==> src/rtl/seg14_pkg.sv <==
// seg14_pkg: shared constants for the 14-segment scroll multiplexer.
//  - SEG_W / GLYPH_W : segment pattern and glyph code widths.
//  - G_* localparams : glyph codes (0 = space, 1..26 = A..Z, 27..36 = '0'..'9').
//  - FONT_TABLE      : 64-entry constant font, pattern order {a,b,c,d,e,f,g1,g2,h,i,j,k,l,m}.
//                      Codes 37..63 map to an all-off pattern.
package seg14_pkg;

  localparam int SEG_W   = 14;
  localparam int GLYPH_W = 6;

  localparam logic [GLYPH_W-1:0] G_SPACE = 6'd0;
  localparam logic [GLYPH_W-1:0] G_A = 6'd1,  G_B = 6'd2,  G_C = 6'd3,  G_D = 6'd4;
  localparam logic [GLYPH_W-1:0] G_E = 6'd5,  G_F = 6'd6,  G_G = 6'd7,  G_H = 6'd8;
  localparam logic [GLYPH_W-1:0] G_I = 6'd9,  G_J = 6'd10, G_K = 6'd11, G_L = 6'd12;
  localparam logic [GLYPH_W-1:0] G_M = 6'd13, G_N = 6'd14, G_O = 6'd15, G_P = 6'd16;
  localparam logic [GLYPH_W-1:0] G_Q = 6'd17, G_R = 6'd18, G_S = 6'd19, G_T = 6'd20;
  localparam logic [GLYPH_W-1:0] G_U = 6'd21, G_V = 6'd22, G_W = 6'd23, G_X = 6'd24;
  localparam logic [GLYPH_W-1:0] G_Y = 6'd25, G_Z = 6'd26;
  localparam logic [GLYPH_W-1:0] G_D0 = 6'd27, G_D1 = 6'd28, G_D2 = 6'd29, G_D3 = 6'd30;
  localparam logic [GLYPH_W-1:0] G_D4 = 6'd31, G_D5 = 6'd32, G_D6 = 6'd33, G_D7 = 6'd34;
  localparam logic [GLYPH_W-1:0] G_D8 = 6'd35, G_D9 = 6'd36;
  localparam logic [GLYPH_W-1:0] G_FIRST_BLANK = 6'd37;

  // Bit 13 = a ... bit 6 = g2, bit 5 = h (upper-left diagonal), bit 4 = i (upper vertical),
  // bit 3 = j (upper-right diagonal), bit 2 = k (lower-left diagonal), bit 1 = l (lower
  // vertical), bit 0 = m (lower-right diagonal).
  localparam logic [SEG_W-1:0] FONT_TABLE [64] = '{
    14'b00000000000000, // space
    14'b11101111000000, // A
    14'b11110001010010, // B
    14'b10011100000000, // C
    14'b11110000010010, // D
    14'b10011110000000, // E
    14'b10001110000000, // F
    14'b10111101000000, // G
    14'b01101111000000, // H
    14'b10010000010010, // I
    14'b01111000000000, // J
    14'b00001110001001, // K
    14'b00011100000000, // L
    14'b01101100101000, // M
    14'b01101100100001, // N
    14'b11111100000000, // O
    14'b11001111000000, // P
    14'b11111100000001, // Q
    14'b11001111000001, // R
    14'b10110111000000, // S
    14'b10000000010010, // T
    14'b01111100000000, // U
    14'b00001100001100, // V
    14'b01101100000101, // W
    14'b00000000101101, // X
    14'b00000000101010, // Y
    14'b10010000001100, // Z
    14'b11111100001100, // 0
    14'b01100000001000, // 1
    14'b11011011000000, // 2
    14'b11110001000000, // 3
    14'b01100111000000, // 4
    14'b10010110000001, // 5
    14'b10111111000000, // 6
    14'b11100000000000, // 7
    14'b11111111000000, // 8
    14'b11110111000000, // 9
    // 37..63: blank codes
    14'b0, 14'b0, 14'b0, 14'b0, 14'b0, 14'b0, 14'b0, 14'b0, 14'b0,
    14'b0, 14'b0, 14'b0, 14'b0, 14'b0, 14'b0, 14'b0, 14'b0, 14'b0,
    14'b0, 14'b0, 14'b0, 14'b0, 14'b0, 14'b0, 14'b0, 14'b0, 14'b0
  };

endpackage

==> src/rtl/seg14_font.sv <==
// seg14_font: combinational glyph-code to 14-segment pattern ROM.
//  code_i  in  6   glyph code
//  seg_o   out 14  segment pattern {a..g2,h..m}, active-high; codes 37..63 give 0
module seg14_font
  import seg14_pkg::*;
(
  input  logic [GLYPH_W-1:0] code_i,
  output logic [SEG_W-1:0]   seg_o
);

  // The table is fully populated for all 64 codes, so no range guard is needed.
  assign seg_o = FONT_TABLE[code_i];

endmodule

==> src/rtl/seg14_scroll_mux.sv <==
// seg14_scroll_mux: time-multiplexed 14-segment display driver with a writable,
// scrollable message buffer.
//  clk_i         in   1                  core clock, all logic on posedge
//  rst_i         in   1                  synchronous active-high reset
//  div_i         in   DIV_W              refresh prescaler reload (digit step every div+1 clks)
//  wr_en_i       in   1                  glyph RAM write strobe
//  wr_addr_i     in   $clog2(MSG_LEN)    glyph RAM write address
//  wr_glyph_i    in   6                  glyph code to write
//  msg_len_i     in   $clog2(MSG_LEN)+1  active message length, clamped to MSG_LEN
//  scroll_en_i   in   1                  1 = advance offset, 0 = hold
//  scroll_div_i  in   SCR_W              offset advances every scroll_div+1 frames
//  blink_i       in   1                  blink request (used only with SEG14_BLINK_EN)
//  sel_o         out  DIGITS             one-hot digit select
//  segm_o        out  14                 segment pattern
//  frame_tick_o  out  1                  1-clk pulse while the last digit is freshly driven
// Build option: define SEG14_BLINK_EN to build the blink-phase logic; otherwise blink_i
// is accepted and ignored.
// MSG_LEN must be a power of two >= 2 and >= DIGITS.
module seg14_scroll_mux
  import seg14_pkg::*;
#(
  parameter int DIGITS  = 12,
  parameter int MSG_LEN = 32,
  parameter int DIV_W   = 16,
  parameter int SCR_W   = 8
) (
  input  logic                         clk_i,
  input  logic                         rst_i,
  input  logic [DIV_W-1:0]             div_i,
  input  logic                         wr_en_i,
  input  logic [$clog2(MSG_LEN)-1:0]   wr_addr_i,
  input  logic [GLYPH_W-1:0]           wr_glyph_i,
  input  logic [$clog2(MSG_LEN):0]     msg_len_i,
  input  logic                         scroll_en_i,
  input  logic [SCR_W-1:0]             scroll_div_i,
  input  logic                         blink_i,
  output logic [DIGITS-1:0]            sel_o,
  output logic [SEG_W-1:0]             segm_o,
  output logic                         frame_tick_o
);

  localparam int AW = $clog2(MSG_LEN);
  localparam int LW = AW + 1;
  localparam int DW = (DIGITS > 1) ? $clog2(DIGITS) : 1;

  // ---------------------------------------------------------------- prescaler
  logic [DIV_W-1:0] presc_q;
  logic             tick;

  assign tick = (presc_q == '0);

  always_ff @(posedge clk_i) begin
    if (rst_i) begin
      presc_q <= '0;
    end else begin
      // div_i is only sampled on reload, so a change waits for the current count.
      presc_q <= tick ? div_i : presc_q - DIV_W'(1);
    end
  end

  // ---------------------------------------------------------------- glyph RAM
  logic [GLYPH_W-1:0] ram_q [MSG_LEN];

  always_ff @(posedge clk_i) begin
    if (rst_i) begin
      for (int i = 0; i < MSG_LEN; i++) begin
        ram_q[i] <= G_SPACE;
      end
    end else if (wr_en_i) begin
      ram_q[wr_addr_i] <= wr_glyph_i;
    end
  end

  // ---------------------------------------------------------------- read path
  logic [LW-1:0]      len_eff;
  logic               len_empty;
  logic [DW-1:0]      digit_q;
  logic               last_digit;
  logic [AW-1:0]      offset_q;
  logic [AW-1:0]      ptr_q;
  logic [AW-1:0]      base_addr;
  logic [AW-1:0]      rd_addr;
  logic [LW-1:0]      rd_plus1;
  logic [AW-1:0]      rd_addr_inc;
  logic [GLYPH_W-1:0] rd_glyph;
  logic [SEG_W-1:0]   font_seg;
  logic               blank;

  assign len_eff    = (msg_len_i > LW'(MSG_LEN)) ? LW'(MSG_LEN) : msg_len_i;
  assign len_empty  = (len_eff == '0);
  assign last_digit = (digit_q == DW'(DIGITS - 1));

  // ptr_q walks (offset + d) mod L one digit at a time, avoiding a true modulo.
  // Digit 0 restarts from the offset; any index at or beyond L (message just
  // shrank) is folded back to 0.
  assign base_addr   = (digit_q == '0) ? offset_q : ptr_q;
  assign rd_addr     = ({1'b0, base_addr} >= len_eff) ? '0 : base_addr;
  assign rd_plus1    = {1'b0, rd_addr} + LW'(1);
  assign rd_addr_inc = (rd_plus1 >= len_eff) ? '0 : rd_plus1[AW-1:0];

  // Asynchronous array read: a write landing on the same edge is seen on the next read.
  assign rd_glyph = ram_q[rd_addr];

  seg14_font u_font (
    .code_i (rd_glyph),
    .seg_o  (font_seg)
  );

  // ---------------------------------------------------------------- scan and outputs
  logic [DIGITS-1:0] sel_q, sel_d;
  logic [SEG_W-1:0]  segm_q, segm_d;
  logic              frame_tick_q;
  logic              frame_evt;

  assign frame_evt = tick && last_digit;
  assign sel_d     = DIGITS'(1) << digit_q;
  assign segm_d    = (len_empty || blank) ? '0 : font_seg;

  always_ff @(posedge clk_i) begin
    if (rst_i) begin
      digit_q      <= '0;
      ptr_q        <= '0;
      sel_q        <= '0;
      segm_q       <= '0;
      frame_tick_q <= 1'b0;
    end else begin
      frame_tick_q <= frame_evt;
      if (tick) begin
        sel_q   <= sel_d;
        segm_q  <= segm_d;
        ptr_q   <= rd_addr_inc;
        digit_q <= last_digit ? '0 : digit_q + DW'(1);
      end
    end
  end

  assign sel_o        = sel_q;
  assign segm_o       = segm_q;
  assign frame_tick_o = frame_tick_q;

  // ---------------------------------------------------------------- scroll
  // The frame event is taken on the edge that drives the last digit (the edge that
  // raises frame_tick), so the new offset is already in place for the next digit 0
  // even when div=0 and the following tick is back-to-back.
  logic [SCR_W-1:0] fdiv_q;
  logic             scroll_step;
  logic [LW-1:0]    offset_plus1;

  assign scroll_step  = frame_evt && scroll_en_i && (fdiv_q == '0);
  assign offset_plus1 = {1'b0, offset_q} + LW'(1);

  always_ff @(posedge clk_i) begin
    if (rst_i) begin
      fdiv_q   <= '0;
      offset_q <= '0;
    end else begin
      if (frame_evt && scroll_en_i) begin
        fdiv_q <= (fdiv_q == '0) ? scroll_div_i : fdiv_q - SCR_W'(1);
      end
      if (scroll_step) begin
        offset_q <= (offset_plus1 >= len_eff) ? '0 : offset_plus1[AW-1:0];
      end else if (tick && ({1'b0, offset_q} >= len_eff)) begin
        // Covers both an empty message and a message that shrank below the offset.
        offset_q <= '0;
      end
    end
  end

  // ---------------------------------------------------------------- blink
`ifdef SEG14_BLINK_EN
  logic [4:0] blink_cnt_q;
  logic       blink_phase_q;

  always_ff @(posedge clk_i) begin
    if (rst_i) begin
      blink_cnt_q   <= '0;
      blink_phase_q <= 1'b0;
    end else if (!blink_i) begin
      if (tick) begin
        blink_cnt_q   <= '0;
        blink_phase_q <= 1'b0;
      end
    end else if (frame_evt) begin
      // Phase flips on every 32nd frame while blinking.
      blink_cnt_q <= blink_cnt_q + 5'd1;
      if (blink_cnt_q == 5'd31) begin
        blink_phase_q <= ~blink_phase_q;
      end
    end
  end

  assign blank = blink_i && blink_phase_q;
`else
  logic unused_blink;
  assign unused_blink = blink_i;
  assign blank        = 1'b0;
`endif

endmodule

==> config.mk <==
export PLATFORM = sky130hd
export DESIGN_NAME = seg14_scroll_mux
export DESIGN_NICKNAME = d
export VERILOG_FILES = /design/src/rtl/seg14_pkg.sv /design/src/rtl/seg14_font.sv /design/src/rtl/seg14_scroll_mux.sv
export SDC_FILE = /design/constraint.sdc
export NUM_CORES = 1
export LEC_CHECK = 0
export CAP_MARGIN = 20
export CORE_MARGIN = 4
export CORE_UTILIZATION = 45
export DETAILED_ROUTE_END_ITERATION = 16
export HOLD_SLACK_MARGIN = 0.12
export PLACE_DENSITY = 0.73
export SLEW_MARGIN = 20
export SYNTH_ARGS = -nofsm -noshare
export SYNTH_HDL_FRONTEND = slang
export SYNTH_SLANG_ARGS = --single-unit
==> constraint.sdc <==
create_clock -name clk_i -period 13.9 [get_ports clk_i]
set_clock_uncertainty 0.05 [all_clocks]
set_input_delay 2.78 -clock clk_i [delete_from_list [all_inputs] [get_ports clk_i]]
set_output_delay 2.78 -clock clk_i [all_outputs]
set_load 0.01 [all_outputs]
==> results of run 1 <==
[registers in the layout (all words and copies together), names as in the netlist]
register,count
presc_q,16
fdiv_q,8
digit_q,4
offset_q,5
segm_o,14
ram_q,192
ptr_q,5
sel_o,12
frame_tick_o,1
[layer usage]
metal	part of all wire, %	vias up
met3	9.7	90
met1	41	5284
met2	46	576
met5	0	-
met4	3.3	0
li1	-	5089
[power groups by stage]
stage | Sequential (W) | Clock [W] | Combinational (W)
2_1_floorplan | 0.000928 | 0 | 0.000287
3_3_place_gp | 0.000936 | 0 | 0.000384
3_5_place_dp | 0.000938 | 0 | 0.000390
4_1_cts | 0.000923 | 0.000806 | 0.000393
5_1_grt | 0.000930 | 0.000836 | 0.000436
6_report | 0.000924 | 0.000794 | 0.000396
[metrics by stage]
| stage | hold slack, ps | instance area, µm² |
|---|---|---|
| floorplan | 387 | 14000 |
| global placement | 390 | 15000 |
| detailed placement | 396 | 15000 |
| CTS | 405 | 16000 |
| global route | 427 | 16000 |
| finish | 403 | 16000 |
[how the worst max path moves through the flow]
| stage | endpoint | slack (ps) | cells past startpoint |
|---|---|---|---|
| floorplan | segm_o[13] | 7050 | 19 |
| global placement | segm_o[13] | 5210 | 18 |
| detailed placement | segm_o[13] | 5200 | 18 |
| CTS | segm_o[13] | 5730 | 18 |
| global route | segm_o[13] | 5350 | 18 |
| finish | segm_o[13] | 5520 | 18 |
[cells in the final DEF (no fill, tap or decap), types with 10 or more instances in the layout]
cell type and n:
nand2b_1 17, xnor2_1 15, dfxtp_1 65, mux2i_1 32, o21ai_0 74, buf_4 26, a22oi_1 12, a211oi_1 28
clkbuf_16 27, a21oi_1 64, nor3_1 26, ha_1 40, nor4_1 12, nor2b_1 11, o211ai_1 16, and2_1 193
clkdlybuf4s50_1 70, nand3_1 33, nor2_1 119, a31oi_1 12, edfxtp_1 192, inv_1 21, nand2_1 117, mux2_2 10
[worst max-delay path: cells and delay by family]
family	cells	cell delay, ps
AO/OA/AOI/OAI	10	2830
AND/OR/NAND/NOR	3	1130
adder cells (fa/ha/maj)	2	670
buffers and inverters	3	1320
[cell families after synthesis]
group,count (synthesis),share of synthesized area [%]
adder cells (fa/ha/maj),40,3.57
buffers and inverters,117,3.64
flip-flops,257,50.4
AND/OR/NAND/NOR,570,21.2
XOR/XNOR,17,1.06
AO/OA/AOI/OAI,321,16.1
multiplexers,49,3.99
[layout make-up]
class                           count  area (µm²)  area share, %
Multi-Input combinational cell    997        6450           40.3
Tap cell                          396         495           3.10
Clock buffer                       29         683           4.27
Clock inverter                     20         293           1.83
Timing Repair Buffer               97         901           5.63
Sequential cell                   257        7070           44.2
Inverter                           28         105          0.657
[cells in the mapped netlist, types with 5 or more instances]
master	count	area, µm²
a2111oi_0	8	70.1
a211o_1	6	52.6
a211oi_1	28	210
a21oi_1	64	320
a22o_1	6	52.6
a22oi_1	12	90.1
a2bb2oi_1	5	43.8
a311oi_1	5	43.8
a31oi_1	12	75.1
and2_1	193	1210
and3_1	5	31.3
buf_2	27	135
clkbuf_1	53	199
dfxtp_1	65	1300
edfxtp_1	192	5770
ha_1	40	500
inv_1	21	78.8
inv_2	7	26.3
mux2_2	10	113
mux2i_1	32	320
nand2_1	117	439
nand2b_1	17	106
nand3_1	33	165
nand3b_1	7	52.6
nor2_1	119	447
nor2b_1	11	68.8
nor3_1	27	135
nor4_1	12	75.1
o211ai_1	16	120
o21ai_0	74	370
o21ai_1	7	35.0
o221ai_1	6	52.6
o2bb2ai_1	8	70.1
o31ai_1	6	45.0
or3_1	8	50.1
or4_1	6	45.0
xnor2_1	15	131
==> impl_metrics.env, run 1 <==
export IMPL_tritoncts="yes"
export IMPL_postSynthCellCount=1371
export IMPL_synth_edff_count=192
export IMPL_synth_seq_cells=257
export IMPL_numClockSinks=257
export IMPL_cpMaxStageDelayCell="clkdlybuf4s50_1"
export IMPL_path_max_fanout=22
export IMPL_grt_busiest_layer="met2"
export IMPL_final_util_pct=52.2
export IMPL_hpwl_um=25000
export IMPL_p_sw_share_pct=27.9
export IMPL_cts_hold_buf=0
export IMPL_critPathMaxStageDelay_ps=570
export IMPL_first_global_vias=10500
export IMPL_grt_max_degree=63
export IMPL_min_path_type="reg -> reg"
export IMPL_die_area_um2=34000
export IMPL_hold_violations=0
export IMPL_maxSlewViolCount=0
export IMPL_fmax_mhz=119
export IMPL_coreArea_um2=30700
export IMPL_via_per_inst=6.05
export IMPL_drive_gt1_share_pct=8.40
export IMPL_area_growth_pct=14.2
export IMPL_synth_area_per_cell_um2=10.2
export IMPL_cp_startpoint="msg_len_i[5]"
export IMPL_async_flop_share_pct=0
export IMPL_status="completed"
export IMPL_portBuffers=71
export IMPL_ff2ff_setup_slack_ps=6140
export IMPL_cts_htree_levels=1
export IMPL_leakagePower_nw=5.65
export IMPL_drc=0
export IMPL_num_io_pins=73
export IMPL_start_util_pct=45.7
export IMPL_cp_cell_sequence="clkdlybuf4s50_1 -> nor2b_1 -> ha_1 -> nand2b_1 -> a21oi_1 -> o211ai_2 -> inv_2 -> a2bb2oi_1 -> a211oi_1 -> a2111oi_2 -> a21oi_4 -> inv_1 -> ha_1 -> nor3_1 -> o21bai_1 -> a2bb2oi_1 -> o32a_1 -> a22o_1"
export IMPL_ir_worst_vdd_uv=96.1
export IMPL_clkPwrFrac_pct=37.6
export IMPL_gp_congestion=0.928
export IMPL_syn_num_nets=1457
export IMPL_numCtsBuffers=27
export IMPL_maxCapViolCount=0
export IMPL_hold_depth=2
export IMPL_tns_ps=0
export IMPL_diodes=0
export IMPL_combPwrFrac_pct=18.7
export IMPL_use_met2_pct=35.2
export IMPL_worst_pin_slew_ps=1140
export IMPL_finalPower_w=0.00211
export IMPL_r2r_start="digit_q[0]"
export IMPL_seqPwrFrac_pct=43.7
export IMPL_rsz0062_at_grt="no"
export IMPL_synth_warnings=0
export IMPL_switching_power_w=0.000589
export IMPL_slew_headroom_pct=23.9
export IMPL_p_int_w=0.00152
export IMPL_grt_util_all_layers_pct=21.8
export IMPL_rr_worst_depth=21
export IMPL_drt_iter0_drc=1126
export IMPL_grt_pass1_wl_um=58400
export IMPL_final_min_clock_period_ps=8380
export IMPL_die_x_um=184
export IMPL_worst_setup_path_type="in -> reg"
export IMPL_r2r_end="segm_o[13]"
export IMPL_dp_cells=1775
export IMPL_cp_start_kind="input port"
export IMPL_num_vias=11000
export IMPL_clk_latency_ps=560
export IMPL_netlist_area_um2=14000
export IMPL_first_pass_iters=7
export IMPL_routed_wl_um=38300
export IMPL_cts_post_setup_buffers_inserted=0
export IMPL_hold_start="sel_o[0]"
export IMPL_wl_per_cell_um=21.0
export IMPL_power_density_nw_per_um2=132
export IMPL_met1_usage_pct=29.6
export IMPL_cts_repair_resized=0
export IMPL_final_fill_count=2713
export IMPL_num_rows=64
export IMPL_die_y_um=184
export IMPL_cp_data_required_time_ps=14290
export IMPL_hold_end="sel_o[0]"
export IMPL_crit_path_end_kind="register"
export IMPL_ant_nets=0
export IMPL_gr_usage_met3_pct=3.97
export IMPL_finalCritPeriodShare_pct=60.3
export IMPL_setup_violations_final=0
export IMPL_final_cells=1824
export IMPL_synth_ff_type="edfxtp_1"
export IMPL_dp_slack_ps=5200
export IMPL_nets=1494
export IMPL_arrival_ps=8770
export IMPL_setup_ws_ps=5520
export IMPL_antenna_found_initial=0
export IMPL_cts_buffer_depth=3
export IMPL_cts_root_buf="clkbuf_16"
export IMPL_synth_yosys_seq_area_share_pct=50.4
export IMPL_clkSlewWorstSetupHoldPaths_ps=60
export IMPL_synthDistinctLibCells=88
export IMPL_grt_overflow=0
Note: power is estimated with default switching activity, not from simulation.
==> inputs of run 2 (changes only) <==
PLACE_DENSITY = 0.75   (was 0.73)
clock period = 7.08 ns   (was 13.9 ns; I/O delays follow)
==> impl_metrics.env, run 2 (synthesis gave the netlist of run 1 again) <==
export IMPL_status="completed"
export IMPL_rsz0062_at_grt="no"
export IMPL_hold_end="segm_o[6]"
export IMPL_portBuffers=71
export IMPL_crit_path_end_kind="register"
export IMPL_first_pass_iters=6
export IMPL_grt_pass1_wl_um=61600
export IMPL_wl_per_cell_um=21.5
export IMPL_cts_root_buf="clkbuf_16"
export IMPL_crit_family="compound AO/OA/AOI/OAI gates"
export IMPL_fin_area_um2=16000
export IMPL_cp_data_required_time_ps=7480
export IMPL_worst_setup_path_type="reg -> reg"
export IMPL_grt_overflow=0
export IMPL_dp_cells=1794
export IMPL_final_cell_mix="193 x and2_1, 192 x edfxtp_1, 119 x nor2_1"
export IMPL_drive_gt1_share_pct=9.19
export IMPL_final_common_cell="and2_1"
export IMPL_die_y_um=184
export IMPL_finalCritPeriodShare_pct=95.2
export IMPL_final_min_clock_period_ps=6740
export IMPL_fmax_mhz=148
export IMPL_arrival_ps=7140
export IMPL_worst_pin_slew_ps=1110
export IMPL_seqPwrFrac_pct=44.8
export IMPL_cp_start_kind="register"
export IMPL_ff2ff_setup_slack_ps=340
export IMPL_largest_register_ff_count=192
export IMPL_power_density_nw_per_um2=252
export IMPL_p_sw_share_pct=29.1
export IMPL_ant_nets=0
export IMPL_place_area_um2=15200
export IMPL_coreArea_um2=30700
export IMPL_first_global_vias=11200
export IMPL_grt_util_all_layers_pct=22.8
export IMPL_num_vias=11200
export IMPL_maxCapViolCount=0
export IMPL_ir_worst_vdd_uv=213
export IMPL_crit_buf_inv=4
export IMPL_switching_power_w=0.00118
export IMPL_cp_cell_sequence="inv_1 -> ha_1 -> nor3b_2 -> mux2i_2 -> inv_2 -> ha_1 -> a211oi_1 -> or3_1 -> o211ai_2 -> inv_2 -> a2111oi_0 -> o21ai_0 -> o311ai_1 -> nor2_1 -> buf_4 -> mux2_2 -> a21oi_1 -> a21oi_1 -> a32o_1"
export IMPL_drc=0
export IMPL_cts_htree_levels=1
export IMPL_via_per_inst=6.09
export IMPL_drt_iter0_drc=1287
export IMPL_clk_latency_ps=560
export IMPL_hold_depth=2
export IMPL_setup_violations_final=0
export IMPL_numClockSinks=257
export IMPL_hold_violations=0
export IMPL_r2r_start="digit_q[0]"
export IMPL_diodes=0
export IMPL_numCtsBuffers=28
export IMPL_rr_worst_depth=19
export IMPL_antenna_found_initial=0
export IMPL_die_area_um2=34000
export IMPL_slew_headroom_pct=25.3
export IMPL_cts_hold_buf=0
export IMPL_critPathMaxStageDelay_ps=870
export IMPL_combPwrFrac_pct=19.8
export IMPL_cpMaxStageDelayCell="nor2_1"
export IMPL_r2r_end="segm_o[3]"
export IMPL_final_cells=1843
export IMPL_clkSlewWorstSetupHoldPaths_ps=60
export IMPL_gp_congestion=0.936
export IMPL_registers_top_by_ff_count="ram_q"
export IMPL_cts_repair_resized=0
export IMPL_maxSlewViolCount=0
export IMPL_tns_ps=0
export IMPL_cts_post_setup_buffers_inserted=0
export IMPL_routed_wl_um=39600
export IMPL_clkPwrFrac_pct=35.4
export IMPL_die_x_um=184
export IMPL_hpwl_um=26200
export IMPL_area_growth_pct=14.5
export IMPL_nets=1514
export IMPL_min_path_type="reg -> reg"
export IMPL_holdWs_ps=395
export IMPL_leakagePower_nw=5.69
export IMPL_tritoncts="yes"
export IMPL_num_rows=64
export IMPL_grt_max_degree=63
export IMPL_p_int_w=0.00287
export IMPL_cts_buffer_depth=3
export IMPL_path_max_fanout=16
export IMPL_num_io_pins=73
export IMPL_start_util_pct=45.7
export IMPL_hold_start="segm_o[6]"
==> run 2: cell types whose count changed in the layout (fill, tap and decap cells not counted), moves of 2 or more <==
cell	delta
buf_4	+19
bufinv_16	-5
clkbuf_1	+4
clkinv_2	-3
clkinv_1	+2
==> run 2: through the flow <==
stage / setup WS [ps] / total power [W] / utilization (%)
after detailed placement: 342 / 0.00263 / 49.4
after floorplan: 1590 / 0.00238 / -
after global routing: 52.6 / 0.00420 / 52.3
final: 342 / 0.00404 / 52.3
after CTS: 534 / 0.00405 / 52.3
after global placement: 508 / 0.00261 / 49.4
==> run 2: how the worst max path moves through the flow <==
| stage | start | to | slack, ps | depth (start not counted) |
|---|---|---|---|---|
| after floorplan | msg_len_i[0] | segm_o[13] | 1590 | 19 |
| after global placement | msg_len_i[5] | segm_o[3] | 510 | 17 |
| after detailed placement | msg_len_i[5] | segm_o[10] | 340 | 16 |
| after CTS | digit_q[0] | segm_o[10] | 530 | 18 |
| after global routing | digit_q[0] | segm_o[10] | 50 | 18 |
| final | digit_q[0] | segm_o[3] | 340 | 19 |
==> run 2: tightest hold or removal path: cells and delay by family (launching register included) <==
family | cells | cell delay, ps
flops | 1 | 300
simple gates | 1 | 50
compound gates | 1 | 50
==> run 2: metal layers <==
layer,track usage [%],vias to the layer above,wire [µm]
met5,0,-,0
met4,8.28,0,1630
met3,4.28,126,4200
met2,37.6,622,18300
met1,30.2,5359,15500
li1,-,5125,-
==> run 2: cell type report <==
cell class,count,area [µm²]
well taps,396,495
flip-flops and latches,257,7070
fillers,2707,14600
clock buffers,36,744
inverters,28,105
repair buffers,116,1040
multi-input cells,997,6440
clock inverters,13,140
==> run 2: power by group through the flow <==
stage	clock, W	combinational, W	sequential [W]
6_report	0.00143	0.000799	0.00181
5_1_grt	0.00150	0.000871	0.00183
4_1_cts	0.00144	0.000793	0.00181
3_5_place_dp	0	0.000789	0.00184
3_3_place_gp	0	0.000774	0.00184
2_1_floorplan	0	0.000563	0.00182
